===== config.mk =====
export PLATFORM = sky130hd
export DESIGN_NAME = fetch_stage
export DESIGN_NICKNAME = d
export VERILOG_FILES = /design/src/rtl/fetch_stage.sv
export SDC_FILE = /design/constraint.sdc
export NUM_CORES = 1
export LEC_CHECK = 0
export CAP_MARGIN = 20
export CORE_MARGIN = 2
export CORE_UTILIZATION = 35
export CTS_CLUSTER_SIZE = 40
export DETAILED_ROUTE_END_ITERATION = 6
export PLACE_DENSITY = 0.67
export SLEW_MARGIN = 25
export SYNTH_ARGS = -nofsm -noshare
export SYNTH_HDL_FRONTEND = slang
export SYNTH_SLANG_ARGS = --single-unit

===== constraint.sdc =====
create_clock -name clk -period 6.13 [get_ports clk]
set_input_delay 1.839 -clock clk [delete_from_list [all_inputs] [get_ports clk]]
set_output_delay 1.839 -clock clk [all_outputs]
set_load 0.005 [all_outputs]

===== src/rtl/fetch_stage.sv =====
// Instruction fetch stage: drives pc to instruction memory, registers the returned instruction for decode.
// Latency: one cycle from pc to id_*; one instruction per cycle when decode keeps id_ready high.
// Backpressure: id_valid && !id_ready freezes pc and id_*; a redirect always wins and flushes id_valid.
// Optional build macro FETCH_PERF_CNT_EN adds the perf_fetched / perf_compressed handshake counters.
module fetch_stage #(
    parameter logic [31:0] RESET_PC = 32'h8000006C
) (
    input  logic        clk,
    input  logic        reset,
    output logic [31:0] pc,
    input  logic [31:0] imem_instr,
    input  logic        imem_compressed,
    input  logic        redirect_valid,
    input  logic [31:0] redirect_pc,
    input  logic        id_ready,
    output logic        id_valid,
    output logic [31:0] id_instr,
    output logic [31:0] id_pc,
    output logic [31:0] id_pc_next,
    output logic        id_compressed,
    output logic        fetch_fault,
    output logic [31:0] perf_fetched,
    output logic [31:0] perf_compressed
);

    typedef enum logic [1:0] {
        ST_BOOT  = 2'd0,
        ST_RUN   = 2'd1,
        ST_FAULT = 2'd2
    } state_t;

    state_t      state;
    state_t      state_nxt;

    // Bit 0 of the fetch address is structurally zero, so only [31:1] is stored.
    logic [31:1] pc_q;
    logic [31:1] pc_nxt;

    // Sequential successor of the current pc; also the link value handed to decode.
    logic [31:0] seq_pc;

    logic        capture;
    logic        flush;
    logic        fault_set;

    assign pc = {pc_q, 1'b0};

    // Next sequential address, modulo 2^32 by construction of the 32-bit add.
    always_comb begin
        seq_pc = pc + (imem_compressed ? 32'd2 : 32'd4);
    end

    // State register.
    always_ff @(posedge clk or posedge reset) begin
        if (reset) begin
            state <= ST_BOOT;
        end else begin
            state <= state_nxt;
        end
    end

    // Next-state and fetch control: redirect beats capture beats stall.
    always_comb begin
        state_nxt = state;
        pc_nxt    = pc_q;
        capture   = 1'b0;
        flush     = 1'b0;
        fault_set = 1'b0;
        case (state)
            ST_BOOT: begin
                // Boot cycle never captures; a redirect seen here is still honoured.
                state_nxt = ST_RUN;
                if (redirect_valid) begin
                    if (redirect_pc[0]) begin
                        state_nxt = ST_FAULT;
                        fault_set = 1'b1;
                    end else begin
                        pc_nxt = redirect_pc[31:1];
                        flush  = 1'b1;
                    end
                end
            end
            ST_RUN: begin
                if (redirect_valid) begin
                    if (redirect_pc[0]) begin
                        // Odd target: freeze pc and park in FAULT until reset.
                        state_nxt = ST_FAULT;
                        fault_set = 1'b1;
                    end else begin
                        pc_nxt = redirect_pc[31:1];
                        flush  = 1'b1;
                    end
                end else if (!id_valid || id_ready) begin
                    capture = 1'b1;
                    pc_nxt  = seq_pc[31:1];
                end
            end
            ST_FAULT: begin
                // Terminal: ignore redirects and never capture.
                state_nxt = ST_FAULT;
            end
            default: begin
                state_nxt = ST_BOOT;
            end
        endcase
    end

    // Fetch address register.
    always_ff @(posedge clk or posedge reset) begin
        if (reset) begin
            pc_q <= RESET_PC[31:1];
        end else begin
            pc_q <= pc_nxt;
        end
    end

    // Decode-facing pipeline register; id_* payload only changes on a capture.
    always_ff @(posedge clk or posedge reset) begin
        if (reset) begin
            id_valid      <= 1'b0;
            id_instr      <= 32'd0;
            id_pc         <= 32'd0;
            id_pc_next    <= 32'd0;
            id_compressed <= 1'b0;
        end else if (capture) begin
            id_valid      <= 1'b1;
            id_instr      <= imem_instr;
            id_pc         <= pc;
            id_pc_next    <= seq_pc;
            id_compressed <= imem_compressed;
        end else if (flush || fault_set || id_ready) begin
            id_valid <= 1'b0;
        end
    end

    // Sticky misaligned-redirect flag.
    always_ff @(posedge clk or posedge reset) begin
        if (reset) begin
            fetch_fault <= 1'b0;
        end else if (fault_set) begin
            fetch_fault <= 1'b1;
        end
    end

`ifdef FETCH_PERF_CNT_EN
    logic [31:0] perf_fetched_q;
    logic [31:0] perf_compressed_q;

    // Count every decode handshake, including one that coincides with a redirect.
    always_ff @(posedge clk or posedge reset) begin
        if (reset) begin
            perf_fetched_q    <= 32'd0;
            perf_compressed_q <= 32'd0;
        end else if (id_valid && id_ready) begin
            perf_fetched_q <= perf_fetched_q + 32'd1;
            if (id_compressed) begin
                perf_compressed_q <= perf_compressed_q + 32'd1;
            end
        end
    end

    assign perf_fetched    = perf_fetched_q;
    assign perf_compressed = perf_compressed_q;
`else
    assign perf_fetched    = 32'd0;
    assign perf_compressed = 32'd0;
`endif

endmodule

==> metrics.txt <==
outcome=completed; Core ar.=between 15000 and 20000 um2; first-pass GRT wire length=roughly 30000 um; worst-path maximum fanout=19; die height=142 um; critical path endpoint category=register; Num CTS Buffers=17; Max Cap Violations=0; Final Hold Vio Count=0; # port buffers=196; area of the mapped netlist=approximately 6700 um2; Post-synth EDFFs=0; Detailed Place HPWL=between 10000 and 15000 um; Hold WC Path Type=register to register; Longest Clk Path Bufs=2; Crit-path slowest cell=nand2b_1; Starting Density=0.357; critical path cell sequence=clkdlybuf4s50_1, nand2b_1, nor3_4, nor2_2, a21oi_1, o221a_2; cell area after layout=between 9000 and 10000 um2; Post-CTS Setup Bufs=0; met3 Track Usage GR=0.0609; RSZ-0062 raised after global routing=false; Tot GR Track Use=0.196; min-delay src=id_instr[7]; final setup vio count=0; dpl cell area=around 8600 um2; Top Ports=264; Non-Filler Instances=1170; drt drc=0; GRT met1 Usage=0.259; Cell variety after synth=62; slowest stage delay, CP=between 700 and 800 ps; R2R Path Start=state[1]; pwr dens=between 400 and 500 nW/um2; Hold Crit Depth=2; total wire length=between 15000 and 20000 um; critical path class=input port to register; GPL Wtd Cong=0.847; reg2reg end=id_pc[22]; share of layout cells above drive strength 1=0.0707; Worst Skew=approximately 7.4 ps; Die W=142 um; global route total overflow=0; Yosys reg bits=between 100 and 150; WP data arrival=4320 ps; die area=20300 um2; Leakage=about 4.1 nW; R2R Setup Slk=3320 ps; Yosys top cell area share=0.467; vias in the first global route=between 5000 and 6000; Initial DRC Count=between 300 and 400; Final Max Slew Viols=0; post-cts repair resize count=0; Startpoint Class=input port; Synth Instances=approximately 750; min cycle time layout=4020 ps; hold buffer count at cts=0; Seq/Total Area, Yosys=0.486; Mean Syn Cell Area=8.97 um2; maximum VDD drop=~0.24 mV; Fill cells=roughly 1800; H-tree depth=4; Primary FF master, synth=dfrtp_1; Detailed Routing Iterations Pass 1=5; total negative slack=0 ps; Worst Hold End=id_instr[7]; via count=about 5700; Core Rows=50; Rel. slew slack=0.346; met2 Use GR=0.317; final net count=around 1000; routed vias/inst=4.91; Synth area leader=dfrtp_1; busiest metal layer after global routing=met2; maximum clock frequency=between 0.2 and 0.25 GHz; Top Family by Delay on Critical Path=simple AND/OR/NAND/NOR gates; clk_lat worst skew=roughly 420 ps; R2R cell count=7; # clock sinks=130; pin count of the biggest net entering global routing=110; Crit path required time=about 6400 ps; drt wl/cell=approximately 17 um; initial antenna violation count=2; Area contributors post-synth=dfrtp_1 (47%), nand2_1 (14%), buf_4 (7.6%); CP bufs+invs=1; Tightest Pin Transition=982 ps; CTS tree=yes; Layout area overhead=36.5%; placed insts=~1100; period utilization=0.655; clock-pin slew on the worst setup and hold paths=50 ps; root buffer cell=clkbuf_16; antenna viol nets, final=0; yosys warns=0; Async SR Flop Fraction=1.00
==> cell type report <==
type | instances | area [um2] | share of cell area
sequential | 130 | 3260 | 0.356
multi-input combinational | 562 | 2980 | 0.325
timing repair buffer | 203 | 2010 | 0.220
clock buffer | 24 | 502 | 0.0548
tap | 234 | 293 | 0.0320
clock inverter | 5 | 52.6 | 0.00574
inverter | 10 | 45.0 | 0.00492
antenna | 2 | 5.00 | 0.000547
==> stage by stage <==
| stage | hold slack, ps | utilization | worst slack, ps | power, W |
|---|---|---|---|---|
| floorplan | 468 | - | 830 | 0.00241 |
| global placement | 457 | 0.458 | 1760 | 0.00342 |
| detailed placement | 462 | 0.458 | 1680 | 0.00345 |
| CTS | 476 | 0.487 | 2110 | 0.00444 |
| global route | 495 | 0.487 | 1920 | 0.00471 |
| finish | 473 | 0.487 | 2110 | 0.00439 |
==> logic make-up (layout without fill, tap and decap cells) <==
logic type               Yosys count  in the layout  synth area share
adder cells (fa/ha/maj)            6              6            0.0123
flip-flops                       130            130             0.486
XOR/XNOR                          28             28            0.0366
AO/OA/AOI/OAI                    119            119             0.116
other                              1             69          0.000559
AND/OR/NAND/NOR                  341            341             0.239
multiplexers                       1              1           0.00149
buffers and inverters            121            242             0.109
==> worst reg2reg max path, cell delays in order (launching register included) <==
cell,delay [ps]
dfrtp_1,380
inv_1,100
ha_1,290
nand2b_1,560
nor2_4,900
buf_4,370
nand2_1,90
nand2_1,70
==> Yosys cell counts (6+ instances only) <==
| cell type | n |
|---|---|
| nor2_1 | 21 |
| nand2_1 | 244 |
| o21ai_1 | 18 |
| clkbuf_1 | 28 |
| inv_1 | 10 |
| a221o_1 | 6 |
| buf_4 | 68 |
| xnor2_1 | 16 |
| a21oi_1 | 17 |
| nand4_1 | 11 |
| dfrtp_1 | 125 |
| a21o_1 | 6 |
| o21ai_0 | 32 |
| buf_2 | 15 |
| nand3_1 | 20 |
| xor2_1 | 12 |
==> sequential cells by signal, indices dropped and copies added, names as in the netlist <==
register,flops
id_compressed,1
pc_q,31
id_pc_next,31
id_pc,31
fetch_fault,1
id_valid,1
id_instr,32
state,2
==> layout by cell type (no fill, tap or decap), types with 4 or more instances in the layout <==
| cell | instances |
|---|---|
| a21o_1 | 6 |
| a21oi_1 | 17 |
| a221o_1 | 6 |
| a22oi_1 | 4 |
| buf_4 | 7 |
| clkbuf_16 | 17 |
| clkbuf_8 | 5 |
| clkdlybuf4s50_1 | 196 |
| conb_1 | 67 |
| dfrtp_1 | 125 |
| dfstp_2 | 5 |
| ha_1 | 5 |
| inv_1 | 9 |
| nand2_1 | 243 |
| nand3_1 | 20 |
| nand4_1 | 11 |
| nor2_1 | 20 |
| nor3_1 | 4 |
| nor3_2 | 4 |
| nor4_1 | 4 |
| nor4_4 | 4 |
| o21a_1 | 4 |
| o21ai_0 | 32 |
| o21ai_1 | 18 |
| o221a_2 | 4 |
| o311ai_1 | 4 |
| xnor2_1 | 16 |
| xor2_1 | 12 |
==> how the worst max path moves through the flow <==
stage	from	end	slack (ps)	depth (start not counted)
2_1_floorplan	reset	fetch_fault	830	1
3_3_place_gp	redirect_valid	id_pc[19]	1760	6
3_5_place_dp	redirect_valid	id_pc[19]	1680	6
4_1_cts	redirect_valid	id_pc[19]	2110	6
5_1_grt	redirect_valid	pc_q[31]	1920	6
6_report	redirect_valid	pc_q[27]	2110	6
==> power breakdown <==
part / internal [W] / switching (W)
logic: 0.000996 / 0.000773
clock network: 0.000603 / 0.000364
registers: 0.00126 / 0.000403
==> layer usage <==
layer	routed length, um	part of all wire	vias to the layer above
met2	9240	0.47	242
met5	0	0	-
met1	8540	0.43	2754
li1	-	-	2728
met3	1680	0.085	21
met4	228	0.012	0
No activity file was read; power rests on OpenSTA's default activity.
